<file path="src/rtl/axi_rd_arbiter.sv">
// Read-channel arbiter: shares one AXI AR/R path between the fetch and load ports.
// One single-beat read outstanding at a time; round-robin on contention.
module axi_rd_arbiter #(
    parameter int          ADDR_WIDTH = 32,
    parameter int          DATA_WIDTH = 32,
    parameter logic [3:0]  ID_INST    = 4'd0,
    parameter logic [3:0]  ID_DATA    = 4'd1
) (
    input  logic                  aclk,
    input  logic                  aresetn,

    input  logic                  inst_req,
    input  logic [ADDR_WIDTH-1:0] inst_addr,
    input  logic [1:0]            inst_size,
    output logic                  inst_addr_ok,
    output logic                  inst_data_ok,
    output logic [DATA_WIDTH-1:0] inst_rdata,

    input  logic                  data_req,
    input  logic [ADDR_WIDTH-1:0] data_addr,
    input  logic [1:0]            data_size,
    output logic                  data_addr_ok,
    output logic                  data_data_ok,
    output logic [DATA_WIDTH-1:0] data_rdata,

    output logic [3:0]            arid,
    output logic [ADDR_WIDTH-1:0] araddr,
    output logic [2:0]            arsize,
    output logic                  arvalid,
    input  logic                  arready,

    input  logic [3:0]            rid,
    input  logic [DATA_WIDTH-1:0] rdata,
    input  logic                  rvalid,
    output logic                  rready
);

    // state | meaning
    // IDLE  | no read outstanding; arbitrate and grant a requester
    // ADDR  | AR presented from latches until arready
    // DATA  | waiting for an R beat carrying the latched id
    typedef enum logic [1:0] {
        IDLE = 2'd0,
        ADDR = 2'd1,
        DATA = 2'd2
    } state_t;

    state_t                state_q;
    state_t                state_d;
    logic                  last_grant_q;   // 0: fetch won last, 1: load won last
    logic                  sel_q;          // owner of the outstanding read, 1 = load
    logic [ADDR_WIDTH-1:0] addr_q;
    logic [1:0]            size_q;
    logic [3:0]            id_q;
    logic                  grant_inst;
    logic                  grant_data;
    logic                  grant_any;
    logic                  beat_hit;

    always_comb begin
        grant_inst = 1'b0;
        grant_data = 1'b0;
        state_d    = state_q;
        case (state_q)
            IDLE: begin
                if (inst_req && data_req) begin
                    grant_data = !last_grant_q;
                    grant_inst = last_grant_q;
                end else begin
                    grant_inst = inst_req;
                    grant_data = data_req;
                end
                if (grant_inst || grant_data) begin
                    state_d = ADDR;
                end
            end
            ADDR: begin
                if (arready) begin
                    state_d = DATA;
                end
            end
            DATA: begin
                if (beat_hit) begin
                    state_d = IDLE;
                end
            end
            default: state_d = IDLE;
        endcase
    end

    assign grant_any = grant_inst || grant_data;
    // Beats tagged with another id are accepted (rready high) and discarded.
    assign beat_hit  = (state_q == DATA) && rvalid && (rid == id_q);

    always_ff @(posedge aclk or negedge aresetn) begin
        if (!aresetn) begin
            state_q <= IDLE;
        end else begin
            state_q <= state_d;
        end
    end

    always_ff @(posedge aclk or negedge aresetn) begin
        if (!aresetn) begin
            last_grant_q <= 1'b0;
            sel_q        <= 1'b0;
            addr_q       <= '0;
            size_q       <= '0;
            id_q         <= '0;
            inst_data_ok <= 1'b0;
            data_data_ok <= 1'b0;
            inst_rdata   <= '0;
            data_rdata   <= '0;
        end else begin
            inst_data_ok <= beat_hit && !sel_q;
            data_data_ok <= beat_hit && sel_q;
            if (beat_hit && !sel_q) begin
                inst_rdata <= rdata;
            end
            if (beat_hit && sel_q) begin
                data_rdata <= rdata;
            end
            if (grant_any) begin
                sel_q        <= grant_data;
                last_grant_q <= grant_data;
                addr_q       <= grant_data ? data_addr : inst_addr;
                size_q       <= grant_data ? data_size : inst_size;
                id_q         <= grant_data ? ID_DATA : ID_INST;
            end
        end
    end

    // Grants are gated by reset so every output reads 0 while aresetn is low.
    assign inst_addr_ok = grant_inst && aresetn;
    assign data_addr_ok = grant_data && aresetn;

    assign arvalid = (state_q == ADDR);
    assign rready  = (state_q == DATA);
    assign araddr  = addr_q;
    assign arsize  = {1'b0, size_q};
    assign arid    = id_q;

endmodule

</file>
<file path="config.mk">
export PLATFORM = sky130hd
export DESIGN_NAME = axi_rd_arbiter
export DESIGN_NICKNAME = d
export VERILOG_FILES = /design/src/rtl/axi_rd_arbiter.sv
export SDC_FILE = /design/constraint.sdc
export NUM_CORES = 1
export LEC_CHECK = 0
export CAP_MARGIN = 10
export CORE_MARGIN = 3
export CORE_UTILIZATION = 63
export CTS_CLUSTER_DIAMETER = 60
export CTS_CLUSTER_SIZE = 12
export DETAILED_ROUTE_END_ITERATION = 8
export DONT_BUFFER_PORTS = 1
export PLACE_DENSITY = 0.81
export SLEW_MARGIN = 20
export SYNTH_ARGS = -nofsm -noshare
export SYNTH_HDL_FRONTEND = slang
export SYNTH_SLANG_ARGS = --single-unit
</file>
<file path="constraint.sdc">
create_clock -name aclk -period 3.2 [get_ports aclk]
set_input_delay 0.48 -clock aclk [delete_from_list [all_inputs] [get_ports aclk]]
set_output_delay 0.48 -clock aclk [all_outputs]
set_load 0.01 [all_outputs]
</file>
==> reports/results.ini, run 1 <==
[run_status]
status=finished, final reports clean

[placement]
port_buffers=0
placedCellCount=432
dp_worst_setup_slack_ns=0.986
gp_congestion=0.795
place_area_mm2=0.00461
dp_hpwl_um=7400

[timing]
worst_slew_pin_slew_ns=1.02
tns_ns=0
timing.final.crit_share_pct=66.5
timing.final.ws_setup_ns=1.07
post-route-min-period_ns=2.13
fmax_ghz=0.470
timing.slew.headroom_pct=32.2
finalHoldViolCount=0
rsz0062_at_grt=false
finalSetupViolations=0
report.final.slew_viol_count=0
clock_skew_ns=0.00750

[drt]
dr.pass1.iters=4
postRouteAntennaNets=0
drt_first_iter_violations=95
wl_per_cell_um=23.9
drc_errors=0
vias_per_cell=6.78
wirelength_um=10700
via_count=3046

[layout]
area_delta_synth_final_pct=4.37
final_cell_area_mm2=0.00484
nets=458
antennaDiodeCount=0
fin_util_pct=69.4
layout_common_cells=dfrtp_1 (103), mux2_1 (58), and3_1 (35)
layout-drive-gt1-share_pct=10.2
final_common_cell=dfrtp_1
fin_cells=449

[setup_path]
r2r_end=data_rdata[28]
cp_num_buf_inv=1
cp.arrival_ns=2.36
cp_cell_sequence=buf_4, nand4_4, mux2_1
cp_slowest_stage_delay_ns=0.60
r2r_setup_slack_ns=1.07
reg2regPathDepth=3
end_kind=flop
cp_top_family=simple AND/OR/NAND/NOR gates
start_kind=flop
critical_path_required_ns=3.43
r2r_start=sel_q
slowest_stage=nand4_4
path_class=flop to flop
crit_path_max_fanout=40

[logic_synthesis]
ys_seq_area_share_pct=55.5
yosysWarningCount=0
synth_cell_types=27
synth_area_mm2=0.00464
ys_seq_elements=103
yosysTopAreaCellShare_pct=55.5
synth.area.top_cells=dfrtp_1 (56%), mux2_1 (14%), o2111ai_1 (6.4%), nand3b_1 (5.5%), and3_1 (4.7%)
avgSynthCellArea_um2=12.7
synth_top_area_cell=dfrtp_1
netlist_instances=365

[global_routing]
overflow=0
grt_pass1_wl_um=16700
grt_pass1_vias=3088
grt_max_degree=104
antenna_found_initial=0
grt_use_total_pct=25.4

[cts]
cts_buffers=9
ctsLongestPathBuffers=2
cts_resized=0
clock_latency_ns=0.36
cts_tree=yes
clk_pin_slew_ns=0.10
numClockSinks=103
cts_max_level=3
cts_root_buffer=clkbuf_8

[floorplanning]
core_mm2=0.00698
die_y_um=91.8
num_rows=30
io_pins=219
start_util_pct=66.5
die_x_um=91.8
dieArea_mm2=0.00843

[pwr]
p_leak_uw=0.00242
power_density_mw_per_mm2=858
max-vdd-ir-drop_uv=512

[run]
cap_violations=0

[worst_hold_path]
min_path_type=primary input to asynchronous set/reset pin

==> synth_stat cells <==
library cell / instances
a22o_1: 1
and2b_1: 1
and3_1: 35
buf_2: 1
buf_4: 5
buf_6: 6
clkbuf_1: 26
clkinv_1: 1
conb_1: 1
dfrtp_1: 103
inv_1: 3
mux2_1: 58
mux2_2: 7
nand2_1: 3
nand3b_1: 34
nand4_4: 1
nand4b_4: 1
nor2_1: 3
nor2b_1: 1
nor3b_2: 1
nor4b_4: 1
o2111ai_1: 34
o21ai_0: 34
o21ai_1: 1
o2bb2ai_1: 1
or2_1: 1
xnor2_2: 1
==> logic make-up (layout without fill, tap and decap cells) <==
family	after synthesis	in the layout	share of synthesized area (%)
flops	103	103	55.5
xor+xnor	1	1	0.351
other cells	1	4	0.0808
compound gates	71	71	10.6
buf+inv	42	27	4.80
mux	65	65	15.8
simple gates	82	82	12.9
==> area by class of cell <==
cell class | count | area [um^2]
fillers | 512 | 2140
clock inverters | 6 | 73.8
inverters | 4 | 15.0
well taps | 96 | 120
repair buffers | 7 | 72.6
clock buffers | 10 | 128
flip-flops and latches | 103 | 2580
multi-input cells | 223 | 1860
==> report_power, final <==
| group | switching, uW | internal, uW |
|---|---|---|
| clock network | 459 | 375 |
| logic | 598 | 407 |
| registers | 563 | 1750 |
==> routing by layer <==
layer / share of wire [%] / GRT usage [%] / vias up
met5: 0 / 0 / -
met2: 52 / 44.0 / 163
met4: 1.7 / 7.92 / 0
met1: 35 / 29.2 / 1554
met3: 11 / 9.35 / 15
li1: - / - / 1314
==> through the flow <==
step           hold WS, ns  power, uW
2_1_floorplan        0.184       3020
3_5_place_dp         0.187       3340
5_1_grt             0.0620       4400
3_3_place_gp         0.187       3260
6_report            0.0354       4150
4_1_cts             0.0543       4190
==> registers in the layout, indices dropped and copies added, names as in the netlist <==
register	flops
inst_data_ok	1
araddr	32
size_q	2
data_rdata	32
state_q	2
sel_q	1
data_data_ok	1
inst_rdata	32
==> what timing repair did <==
item	4_1_cts	5_1_grt
endpoints found under the hold margin	103	0
hold buffers	1	0
setup buffers	0	0
==> worst max-delay path by stage <==
stage                   from             end  cells past startpoint
finish                 sel_q  data_rdata[28]                      3
global route           sel_q  data_rdata[20]                      3
CTS                    sel_q  data_rdata[28]                      3
detailed placement    rid[1]  data_rdata[20]                      3
global placement      rid[1]  inst_rdata[21]                      3
floorplan           inst_req    data_addr_ok                      4
Note: power is estimated with default switching activity, not from simulation.
==> inputs of run 2 (changes only) <==
clock period = 2 ns   (was 3.2 ns; I/O delays follow)
==> reports/results.ini, run 2 (synthesis results as in run 1) <==
[placement]
dp_worst_setup_slack_ns=0.223
gp_congestion=0.822
port_buffers=0
dp_hpwl_um=7520

[cts]
clock_latency_ns=0.35
cts_buffers=9
cts_root_buffer=clkbuf_8
numClockSinks=103
cts_max_level=3
ctsLongestPathBuffers=2
cts_tree=yes
clk_pin_slew_ns=0.10

[worst_hold_path]
min_path_type=primary input to asynchronous set/reset pin

[global_routing]
grt_use_total_pct=24.8
antenna_found_initial=0
grt_max_degree=106
overflow=0
grt_pass1_vias=3119
grt_pass1_wl_um=16600

[run_status]
failed_checks=negative hold slack
status=finished, violations left

[drt]
vias_per_cell=6.65
postRouteAntennaNets=0
dr.pass1.iters=4
drc_errors=0
wl_per_cell_um=23.3
wirelength_um=10600
drt_first_iter_violations=65
via_count=3018

[timing]
fmax_ghz=0.544
rsz0062_at_grt=false
clock_skew_ns=0.0137
finalSetupViolations=0
report.final.slew_viol_count=0
timing.final.crit_share_pct=92.0
timing.final.ws_setup_ns=0.160
post-route-min-period_ns=1.84
whs_ns=-0.364
finalHoldViolCount=103
tns_ns=0

[setup_path]
crit_path_max_fanout=31
cp_cell_sequence=buf_6, o21ai_0, nor2_1
cp.arrival_ns=1.54
cp_slowest_stage_delay_ns=0.56
slowest_stage=dfrtp_1
path_class=flop to output port
critical_path_required_ns=1.70
start_kind=flop
end_kind=output port

[layout]
layout-drive-gt1-share_pct=12.0
layout_common_cells=dfrtp_1 (103), mux2_1 (58), and3_1 (35)
nFillCells=514
final_common_cell=dfrtp_1
area_delta_synth_final_pct=4.61
antennaDiodeCount=0
nets=463

[floorplanning]
core_mm2=0.00698
die_x_um=91.8
io_pins=219
dieArea_mm2=0.00843
die_y_um=91.8
start_util_pct=66.5
num_rows=30

[pwr]
power_density_mw_per_mm2=1350
p_leak_uw=0.00244
max-vdd-ir-drop_uv=839

[run]
cap_violations=0

[run 2: cell count changes in the layout (fill, tap and decap cells not counted), sizes merged]
cell	delta
clkinv	+3
inv	-2
buf	+5
bufinv	-1
[run 2: timing repair]
action                                 in CTS  in global routing
resized for setup                           0                  2
setup buffers                               0                  0
endpoints found under the hold margin     103                103
setup endpoints to repair                   0                  1
[run 2: path summary, 6_finish.rpt]
| path | from | end | slack (ns) | cells after the start |
|---|---|---|---|---|
| min reg2reg | inst_rdata[4] | inst_rdata[4] | 0.57 | 1 |
| max in group asynchronous | aresetn | araddr[4] | 2.24 | 0 |
| min | aresetn | data_rdata[4] | -0.36 | 0 |
| max reg2reg | state_q[0] | data_rdata[1] | 0.20 | 4 |
| min in group aclk | rdata[24] | data_rdata[24] | 0.07 | 1 |
| max | sel_q | inst_addr_ok | 0.16 | 3 |
[run 2: worst max-delay path: cells and delay by family (launching register included)]
family / cells / cell delay, ns
flops: 1 / 0.56
simple gates: 1 / 0.22
buf+inv: 1 / 0.31
compound gates: 1 / 0.11
[run 2: layout make-up]
class | count | area (um^2) | share of cell area [%]
clock buffers | 10 | 138 | 2.84
clock inverters | 6 | 51.3 | 1.06
inverters | 4 | 15.0 | 0.309
multi-input cells | 223 | 1860 | 38.3
flip-flops and latches | 103 | 2580 | 53.1
well taps | 96 | 120 | 2.47
repair buffers | 12 | 93.8 | 1.93
[run 2: metrics by stage]
stage / utilization [%] / total power [uW] / cells / cell area [um^2] / hold slack, ns
4_1_cts: 69.4 / 6600 / 454 / 4850 / -0.381
3_5_place_dp: 66.7 / 5390 / 438 / 4660 / 0.00679
5_1_grt: 69.5 / 6970 / 454 / 4850 / -0.401
2_1_floorplan: - / 4830 / 368 / 4650 / 0.00441
6_report: 69.5 / 6570 / 454 / 4850 / -0.364
3_3_place_gp: 66.7 / 5260 / 438 / 4660 / 0.00673
[run 2: layer usage]
metal  routed length [um]  part of all wire (%)  GRT usage (%)  up-vias
met5                    0                     0              0        -
met4                  140                   1.3           6.81        0
met3                 1060                    10           7.79       12
met2                 5420                    51           42.2      183
met1                 3990                    38           30.8     1498
li1                     -                     -              -     1325
[run 2: where the power goes]
group / internal, uW / switching (uW)
clock network: 506 / 720
registers: 2800 / 920
logic: 706 / 912
total: 4020 / 2550
